**config.mk**
```make
export PLATFORM = sky130hd
export DESIGN_NAME = mem_arbiter
export DESIGN_NICKNAME = d
export VERILOG_FILES = /design/src/rtl/mem_arbiter.sv
export SDC_FILE = /design/constraint.sdc
export NUM_CORES = 1
export LEC_CHECK = 0
export BUFFER_PORTS_ARGS = -buffer_cell sky130_fd_sc_hd__buf_4
export CAP_MARGIN = 20
export CORE_AREA = 2 2 273 275
export DETAILED_ROUTE_END_ITERATION = 6
export DIE_AREA = 0 0 275 277
export GPL_TIMING_DRIVEN = 0
export SYNTH_ARGS = -nofsm -noshare
export SYNTH_HDL_FRONTEND = slang
export SYNTH_SLANG_ARGS = --single-unit
export TNS_END_PERCENT = 5
```
**constraint.sdc**
```tcl
create_clock -name clk -period 1.5 [get_ports clk]
set_input_delay 0.3 -clock clk [delete_from_list [all_inputs] [get_ports clk]]
set_output_delay 0.3 -clock clk [all_outputs]
set_load 0.005 [all_outputs]
```
**src/rtl/mem_arbiter.sv**
```systemverilog
// mem_arbiter
// Arbitrates the instruction-cache miss port and the data-cache miss/writeback
// port onto a single physical memory port. Each port gets at most one
// outstanding transaction. The granted request's address, write data and
// operation are latched, so the memory bus stays stable even if the requester's
// inputs change while the transaction is in flight.
//
// Parameters:
//   LINE_WIDTH   cache line width in bits (default 128)
//
// Ports:
//   clk, reset                     clock and synchronous active-high reset
//   i_read, i_address              instruction-cache miss request
//   i_rdata, i_resp                instruction-cache line and one-cycle response
//   d_read, d_write, d_address,
//   d_wdata                        data-cache miss / writeback request
//   d_rdata, d_resp                data-cache line and one-cycle response
//   pmem_read, pmem_write,
//   pmem_address, pmem_wdata       shared physical memory request
//   pmem_rdata, pmem_resp          shared physical memory response
//
// Build option:
//   ARB_ROUND_ROBIN_EN  when this macro is defined, simultaneous requests
//                       alternate between the ports. When it is undefined
//                       (the default), the d port always wins.

module mem_arbiter #(
  parameter int unsigned LINE_WIDTH = 128
) (
  input  logic                  clk,
  input  logic                  reset,

  input  logic                  i_read,
  input  logic [15:0]           i_address,
  output logic [LINE_WIDTH-1:0] i_rdata,
  output logic                  i_resp,

  input  logic                  d_read,
  input  logic                  d_write,
  input  logic [15:0]           d_address,
  input  logic [LINE_WIDTH-1:0] d_wdata,
  output logic [LINE_WIDTH-1:0] d_rdata,
  output logic                  d_resp,

  output logic                  pmem_read,
  output logic                  pmem_write,
  output logic [15:0]           pmem_address,
  output logic [LINE_WIDTH-1:0] pmem_wdata,
  input  logic [LINE_WIDTH-1:0] pmem_rdata,
  input  logic                  pmem_resp
);

  typedef enum logic [2:0] {
    IDLE,
    I_BUSY,
    D_BUSY,
    I_DONE,
    D_DONE
  } state_e;

  state_e                state_q, state_d;
  logic [15:0]           addr_q, addr_d;
  logic [LINE_WIDTH-1:0] wdata_q, wdata_d;
  logic                  wr_q, wr_d;
  logic [LINE_WIDTH-1:0] i_rdata_q, i_rdata_d;
  logic [LINE_WIDTH-1:0] d_rdata_q, d_rdata_d;
  logic                  d_req;
  logic                  grant_d;

`ifdef ARB_ROUND_ROBIN_EN
  // Set when the d port won the most recent grant.
  logic                  last_d_q, last_d_d;
`endif

  // Grant decision, evaluated only in IDLE. A d request with both read and
  // write high is a write.
  always_comb begin
    d_req = d_read | d_write;
`ifdef ARB_ROUND_ROBIN_EN
    grant_d = d_req & (~i_read | ~last_d_q);
`else
    grant_d = d_req;
`endif
  end

  always_comb begin
    state_d   = state_q;
    addr_d    = addr_q;
    wdata_d   = wdata_q;
    wr_d      = wr_q;
    i_rdata_d = i_rdata_q;
    d_rdata_d = d_rdata_q;
`ifdef ARB_ROUND_ROBIN_EN
    last_d_d  = last_d_q;
`endif

    unique case (state_q)
      IDLE: begin
        if (grant_d) begin
          state_d  = D_BUSY;
          addr_d   = d_address;
          wdata_d  = d_wdata;
          wr_d     = d_write;
`ifdef ARB_ROUND_ROBIN_EN
          last_d_d = 1'b1;
`endif
        end else if (i_read) begin
          state_d  = I_BUSY;
          addr_d   = i_address;
          wr_d     = 1'b0;
`ifdef ARB_ROUND_ROBIN_EN
          last_d_d = 1'b0;
`endif
        end
      end
      I_BUSY: begin
        if (pmem_resp) begin
          i_rdata_d = pmem_rdata;
          state_d   = I_DONE;
        end
      end
      D_BUSY: begin
        if (pmem_resp) begin
          // A writeback completion leaves the last read line in place.
          if (!wr_q) begin
            d_rdata_d = pmem_rdata;
          end
          state_d = D_DONE;
        end
      end
      I_DONE:  state_d = IDLE;
      D_DONE:  state_d = IDLE;
      default: state_d = IDLE;
    endcase
  end

  always_ff @(posedge clk) begin
    if (reset) begin
      state_q   <= IDLE;
      addr_q    <= '0;
      wdata_q   <= '0;
      wr_q      <= 1'b0;
      i_rdata_q <= '0;
      d_rdata_q <= '0;
`ifdef ARB_ROUND_ROBIN_EN
      // Pretend i won last so the first simultaneous pair goes to d.
      last_d_q  <= 1'b0;
`endif
    end else begin
      state_q   <= state_d;
      addr_q    <= addr_d;
      wdata_q   <= wdata_d;
      wr_q      <= wr_d;
      i_rdata_q <= i_rdata_d;
      d_rdata_q <= d_rdata_d;
`ifdef ARB_ROUND_ROBIN_EN
      last_d_q  <= last_d_d;
`endif
    end
  end

  always_comb begin
    pmem_read    = (state_q == I_BUSY) | ((state_q == D_BUSY) & ~wr_q);
    pmem_write   = (state_q == D_BUSY) & wr_q;
    pmem_address = addr_q;
    pmem_wdata   = wdata_q;
    i_resp       = (state_q == I_DONE);
    d_resp       = (state_q == D_DONE);
    i_rdata      = i_rdata_q;
    d_rdata      = d_rdata_q;
  end

endmodule

```
==> results of run 1 <==
where the power goes:
part	switching, mW	leakage (nW)	total, mW	internal [mW]
Combinational	2.80	6.91	5.55	2.75
Clock	4.68	0.715	11.2	6.53
Sequential	0.351	3.29	11.7	11.3
Total	7.83	10.9	28.4	20.6
Yosys cell counts, types with 3 or more instances:
library cell	instances	share of area (%)
nand2_1	289	7.3
buf_4	10	0.50
o21ai_1	24	0.80
o21ai_0	233	7.8
buf_2	65	2.2
a21oi_1	403	13
clkbuf_1	118	3.0
nor3_1	3	0.10
dfxtp_1	404	54
buf_6	3	0.23
a311oi_1	16	0.94
nand3_1	256	8.6
sequential cells by signal, indices dropped and copies added, names as in the netlist:
name / flops
d_rdata: 128
i_rdata: 128
pmem_wdata: 128
pmem_address: 16
state_q: 3
wr_q: 1
per-layer routing:
metal / GRT usage [%] / up-vias / routed length (µm)
met5: 0 / - / 9
met4: 9.33 / 2 / 4000
met3: 5.25 / 191 / 6550
met2: 33.0 / 809 / 37300
met1: 21.7 / 8668 / 29500
li1: - / 8552 / -
critical path: stages (launching register included):
cell and delay, ns:
dfxtp_2 0.33, or3b_4 0.41, buf_12 0.14, buf_12 0.11, buf_8 0.11, a21oi_4 0.11
buf_6 0.11
worst min-delay path by stage:
stage	from	end	slack [ns]	cells past startpoint
2_1_floorplan	pmem_rdata[0]	i_rdata[0]$_SDFFE_PP0P_	0.44	2
3_3_place_gp	i_rdata[24]$_SDFFE_PP0P_	i_rdata[24]$_SDFFE_PP0P_	0.44	2
3_5_place_dp	i_rdata[111]$_SDFFE_PP0P_	i_rdata[111]$_SDFFE_PP0P_	0.45	2
6_report	d_wdata[18]	pmem_wdata[18]$_SDFFE_PP0P_	0.05	3
5_1_grt	d_wdata[18]	pmem_wdata[18]$_SDFFE_PP0P_	0.04	3
4_1_cts	i_address[3]	pmem_address[3]$_SDFFE_PP0P_	0.001	3
through the flow:
stage	util, %	cells	instance area, µm²	hold slack (ns)
6_report	36.6	3894	26900	0.0469
5_1_grt	36.6	3894	26900	0.0358
4_1_cts	36.0	3890	26500	0.00130
3_5_place_dp	29.2	3512	21400	0.447
3_3_place_gp	29.1	3509	21400	0.442
2_1_floorplan	-	1844	15000	0.436
layout make-up:
cell class / count / area (µm²) / share of cell area [%]
sequential: 404 / 8090 / 30.1
clock inverter: 8 / 108 / 0.400
timing repair buffer: 999 / 8320 / 30.9
multi-input combinational: 1244 / 6350 / 23.6
tap: 969 / 1210 / 4.50
clock buffer: 72 / 1360 / 5.05
antenna: 2 / 5.00 / 0.0186
buffer: 196 / 1470 / 5.46
timing repair:
item,CTS,global route
resized for setup,252,203
hold endpoints to repair,395,0
gates cloned,3,0
pin swaps,4,13
setup endpoints to repair,398,398
buffers inserted,9,2
hold buffers,286,0
logic make-up (layout without fill, tap and decap cells):
family | after synthesis | after routing | synth area share [%]
AND/OR/NAND/NOR | 567 | 567 | 16.9
flip-flops | 404 | 404 | 54.1
AO/OA/AOI/OAI | 676 | 676 | 23.0
buffers and inverters | 196 | 1275 | 5.87
other | 0 | 2 | 0
multiplexers | 1 | 1 | 0.0753
==> impl_metrics.toml, run 1 <==
[grt]
grt_max_degree = 13
antenna_found_initial = 3
grt_pass1_vias = 17900
overflow = 0
grt_pass1_wl_um = 112000
track_usage_pct = 19.2

[layout]
final_common_cell = "buf_4"
fillerInstances = 7568
drive_above_1_share_pct = 34.0
nNetsFinal = 3184
areaGrowthSynthToFinish_pct = 80.0
final_cell_mix = "buf_4, dfxtp_1, a21oi_1"

[drt]
drc = 0
routed_via_density = 4.68
firstDrtPassIters = 7
first_iter_violations = 1065
final_antenna_net_count = 0
wl_um = 77400
wire_per_inst_um = 19.9
vias = 18200

[worst_setup_path]
r2r_setup_slack_ns = -0.25
startpoint_type = "register"
reg2reg_to = "d_rdata[24]$_SDFFE_PP0P_"
worst-setup-path-type = "register to output port"
worstSetupEndpoint = "pmem_read"
reg2reg_depth = 9
r2r_start = "state_q[0]$_SDFFE_PP0P_"
cp_data_arrival_time_ns = 1.90
required_ns = 1.20
end_kind = "output port"
startpoint = "wr_q$_SDFFE_PP0P_"
worst-path-max-fanout = 2

[sta]
setup_viol = 333
slew_headroom_pct = 50.8
rsz0062_at_grt = "yes"
setup_tns_ns = -40.59
slew_violations = 0
max_clock_freq_ghz = 0.455
timing.final.ws_setup_ns = -0.697
tightest_slew_ns = 0.737
min_period_over_period_pct = 146
final_hold_viol_count = 0
fin_crit_ns = 2.20
finalClockSkew_ns = 0.0145

[power]
ir_drop_mv = 0.985
power_density_nw_per_um2 = 1060
p_leak_nw = 10.9
p_total_mw = 28.4

[synth]
synth_enable_flop_cells = 0
synthesis.nets = 2138
ys.flop_type = "dfxtp_1"
ys_seq_elements = 404
synth_area_um2 = 15000
async_reset_ff_share_pct = 0
synth_cell_type_count = 29
ys_seq_area_share_pct = 54.1
syn_inst = 1844
syn_area_per_cell_um2 = 8.11
ys_warn_count = 0

[job]
cap_violations = 0

[hold_path]
worstHoldPathType = "input port to register"

[cts]
numCtsBuffers = 45
clockRootBuffer = "clkbuf_16"
clk_pin_slew_ns = 0.06
clk_latency_ns = 0.57
cts_tree = "yes"
clockBufferDepth = 3
cts_max_level = 2
cts.sinks = 404

[die]
core_um2 = 73600
ioPinCount = 698
dieArea_um2 = 76200
die_x_um = 275
start_util_pct = 20.3
row_count = 100
die_height_um = 277

[status]
violations = "setup timing"
status = "finished, violations left"

[place]
gp_congestion = 0.891
port-buffer-count = 696
dp_slack_ns = -1.04
hpwl_um = 57400
Note: power is estimated with default switching activity, not from simulation.
==> run 2, diff against run 1 <==
--- a/constraint.sdc
+++ b/constraint.sdc
@@ -3,2 +3,2 @@
 set_output_delay 0.3 -clock clk [all_outputs]
-set_load 0.005 [all_outputs]
+set_load 0.05 [all_outputs]
==> impl_metrics.toml, run 2 (same netlist as run 1, synthesis figures left out) <==
[worst_setup_path]
cpPeakStageDelay_ns = 0.44
startpoint_type = "register"
cp_data_arrival_time_ns = 2.02
worst-path-max-fanout = 2
cp_top_family = "buffers and inverters"
required_ns = 1.20
worst-setup-path-type = "register to output port"
end_kind = "output port"
slowest_stage = "or3b_4"
crit_chain = "or3b_4 > buf_12 > buf_12 > buf_8 > a21oi_4 > buf_8"
path_buf_inv = 4

[power]
power_density_nw_per_um2 = 1140
p_leak_nw = 11.1
ir_drop_mv = 0.997

[cts]
clk_latency_ns = 0.58
cts.sinks = 404
clockRootBuffer = "clkbuf_16"
cts_max_level = 2
clk_pin_slew_ns = 0.06
cts_tree = "yes"
clockBufferDepth = 3
numCtsBuffers = 45

[drt]
vias = 18000
firstDrtPassIters = 7
drc = 0
routed_via_density = 4.60
wire_per_inst_um = 19.5
wl_um = 76000
final_antenna_net_count = 0
first_iter_violations = 909

[sta]
setup_viol = 397
fin_crit_ns = 2.32
finalClockSkew_ns = 0.0131
slew_violations = 0
rsz0062_at_grt = "yes"
slew_headroom_pct = 44.7
tightest_slew_ns = 0.830
timing.final.ws_setup_ns = -0.824
worst_hold_slack_ns = 0.0365
min_period_over_period_pct = 155
final_hold_viol_count = 0
max_clock_freq_ghz = 0.430

[grt]
grt_pass1_wl_um = 108000
use_met2_pct = 33.0
grt_busiest_layer = "met2"
grtUsageMet1_pct = 20.9
grtUsageMet3_pct = 4.64
overflow = 0
antenna_found_initial = 6
track_usage_pct = 18.5
grt_max_degree = 13
grt_pass1_vias = 17500

[layout]
final_cell_area_um2 = 27400
final_common_cell = "buf_4"
fillerInstances = 7410
areaGrowthSynthToFinish_pct = 83.3
nNetsFinal = 3186
final_cell_mix = "buf_4, dfxtp_1, a21oi_1"
drive_above_1_share_pct = 35.1

[die]
row_count = 100
die_height_um = 277
start_util_pct = 20.3
ioPinCount = 698
die_x_um = 275
dieArea_um2 = 76200
core_um2 = 73600

[place]
gp_congestion = 0.873
port-buffer-count = 696
hpwl_um = 56000
placed_area_um2 = 21500

[job]
cap_violations = 0

[hold_path]
worstHoldPathType = "input port to register"

[status]
status = "finished, violations left"
violations = "setup timing"
run 2: cell types whose count changed in the layout (fill, tap and decap cells not counted), sizes merged:
cell         before  now
inv               0    3
bufinv            2    4
diode             2    5
clkbuf          174  185
clkinv            5    4
buf             807  797
dlygate4sd3     286  284
run 2: area by class of cell:
class                   instances  area (µm²)  share of cell area [%]
clock inverters                12         185                   0.676
plain buffers                 196        1540                    5.61
multi-input cells            1244        6390                    23.3
flip-flops and latches        404        8110                    29.6
diodes                          5        12.5                  0.0456
well taps                     969        1210                    4.42
clock buffers                  69        1410                    5.13
repair buffers               1001        8560                    31.2
run 2: path summary, 6_finish.rpt:
path,from,to,slack (ns),cells after the start
worst max-delay path,wr_q$_SDFFE_PP0P_,pmem_read,-0.82,6
worst min-delay path,d_wdata[73],pmem_wdata[73]$_SDFFE_PP0P_,0.04,3
worst max register to register,state_q[0]$_SDFFE_PP0P_,pmem_wdata[111]$_SDFFE_PP0P_,-0.25,7
worst min register to register,i_rdata[94]$_SDFFE_PP0P_,i_rdata[94]$_SDFFE_PP0P_,0.45,2
run 2: repair_timing:
| item | 4_1_cts | 5_1_grt |
|---|---|---|
| setup buffers | 11 | 3 |
| pin swaps | 14 | 14 |
| setup endpoints to repair | 432 | 414 |
| hold buffers | 284 | 0 |
| resized for setup | 428 | 160 |
| cloned | 4 | 1 |
| hold endpoints to repair | 396 | 0 |
run 2: stage by stage:
step	setup slack [ns]	power (mW)	std cells	util, %	setup TNS [ns]
4_1_cts	-0.884	31.3	3892	36.6	-44.19
2_1_floorplan	-0.429	15.4	1844	-	-0.772
5_1_grt	-0.889	32.3	3897	37.3	-82.31
3_5_place_dp	-0.951	18.1	3512	29.2	-233.74
3_3_place_gp	-1.12	18.0	3509	29.1	-300.02
6_report	-0.824	31.2	3900	37.3	-55.62
run 2: worst min-delay path, cell delays in order:
cell	delay (ns)
buf_4	0.11
nand3_1	0.09
a21oi_1	0.07
run 2: routing by layer:
metal  vias up  routed length, µm
met1      8486              29700
met5         -                 38
met2       725              37300
met3       168               5790
met4         6               3140
li1       8565                  -
run 2: power breakdown:
group / switching [mW] / internal [mW] / total (mW)
clock network: 4.81 / 7.15 / 12.0
logic: 4.70 / 2.89 / 7.59
registers: 0.357 / 11.3 / 11.7
==> run 3, diff against run 2 <==
==> constraint.sdc (replaced) <==
create_clock -name clk -period 1.5 [get_ports clk]
set_input_delay 0.075 -clock clk [delete_from_list [all_inputs] [get_ports clk]]
set_output_delay 0.075 -clock clk [all_outputs]
set_load 0.05 [all_outputs]
==> impl_metrics.toml, run 3 (same netlist as run 1, synthesis figures left out) <==
[sta]
setup_tns_ns = -60.87
worst_hold_slack_ns = 0.0820
setup_viol = 397
timing.final.ws_setup_ns = -0.604
slew_violations = 0
max_clock_freq_ghz = 0.475
rsz0062_at_grt = "yes"
fin_crit_ns = 2.10
slew_headroom_pct = 40.6
final_hold_viol_count = 0
min_period_over_period_pct = 140
tightest_slew_ns = 0.891
finalClockSkew_ns = 0.0143

[die]
ioPinCount = 698
die_x_um = 275
die_height_um = 277
row_count = 100
start_util_pct = 20.3
core_um2 = 73600
dieArea_um2 = 76200

[job]
cap_violations = 0

[hold_path]
worstHoldPathType = "input port to register"

[cts]
cts.sinks = 404
clockRootBuffer = "clkbuf_16"
clockBufferDepth = 3
cts_tree = "yes"
cts_max_level = 2
clk_pin_slew_ns = 0.06
numCtsBuffers = 45
clk_latency_ns = 0.58

[worst_setup_path]
required_ns = 1.42
startpoint_type = "register"
end_kind = "output port"
worst-path-max-fanout = 2
path_buf_inv = 4
cp_top_family = "buffers and inverters"
slowest_stage = "or3b_4"
worst-setup-path-type = "register to output port"
crit_chain = "or3b_4 > buf_12 > buf_12 > buf_8 > a21oi_4 > buf_8"
cpPeakStageDelay_ns = 0.44
cp_data_arrival_time_ns = 2.03

[layout]
final_util_pct = 37.2
final_cell_mix = "buf_4, dfxtp_1, a21oi_1"
areaGrowthSynthToFinish_pct = 83.0
final_cell_area_um2 = 27400
drive_above_1_share_pct = 35.1
final_common_cell = "buf_4"
nNetsFinal = 3194
instances_no_fill = 3907
fillerInstances = 7439

[drt]
first_iter_violations = 996
firstDrtPassIters = 5
vias = 18000
final_antenna_net_count = 0
wl_um = 76000
drc = 0
wire_per_inst_um = 19.4
routed_via_density = 4.61

[place]
dpl.cell_count = 3512
gp_congestion = 0.873
placed_area_um2 = 21500
hpwl_um = 56000
dp_slack_ns = -0.750
port-buffer-count = 696

[grt]
grt_pass1_wl_um = 107000
grt_pass1_vias = 17500
grt_max_degree = 13
antenna_found_initial = 7
overflow = 0
track_usage_pct = 18.5

[power]
power_density_nw_per_um2 = 1140
p_leak_nw = 11.1
ir_drop_mv = 1.00
p_total_mw = 31.2

[status]
status = "finished, violations left"
violations = "setup timing"
## run 3: timing repair
item                                    in CTS  in global routing
pin swaps                                   15                 18
endpoints found under the setup margin     404                397
hold buffers                               292                  0
buffers inserted                            11                  2
gates resized for setup                    355                195
endpoints found under the hold margin      404                  0
cloned                                       4                  2
## run 3: per-layer routing
metal	share of wire [%]	track usage, %
met3	7.8	4.83
met4	4.7	8.32
met1	39	20.8
met5	0.058	0
met2	49	32.5
## run 3: final timing paths
path | from | end | slack, ns | depth (start not counted)
setup / recovery | wr_q$_SDFFE_PP0P_ | pmem_read | -0.60 | 6
hold / removal | reset | state_q[2]$_SDFFE_PP0P_ | 0.08 | 3
setup reg to reg | state_q[0]$_SDFFE_PP0P_ | pmem_wdata[11]$_SDFFE_PP0P_ | -0.26 | 7
hold reg to reg | i_rdata[94]$_SDFFE_PP0P_ | i_rdata[94]$_SDFFE_PP0P_ | 0.45 | 2
## run 3: area by class of cell
| class | count | area [µm²] | area share (%) |
|---|---|---|---|
| timing repair buffer | 1009 | 8500 | 31.0 |
| multi-input combinational | 1244 | 6430 | 23.5 |
| tap | 969 | 1210 | 4.43 |
| clock buffer | 69 | 1410 | 5.14 |
| clock inverter | 12 | 185 | 0.677 |
| buffer | 196 | 1530 | 5.59 |
| antenna | 4 | 10.0 | 0.0366 |
| sequential | 404 | 8090 | 29.6 |
## run 3: worst min-delay path, cell delays in order
cell and delay (ns):
clkbuf_1 0.21, nor2_1 0.13, and4b_1 0.20
## run 3: power by group
group	switching, mW	total (mW)	leakage [nW]	internal (mW)
clock network	4.80	11.9	0.788	7.15
registers	0.352	11.7	3.29	11.3
logic	4.72	7.61	7.02	2.88
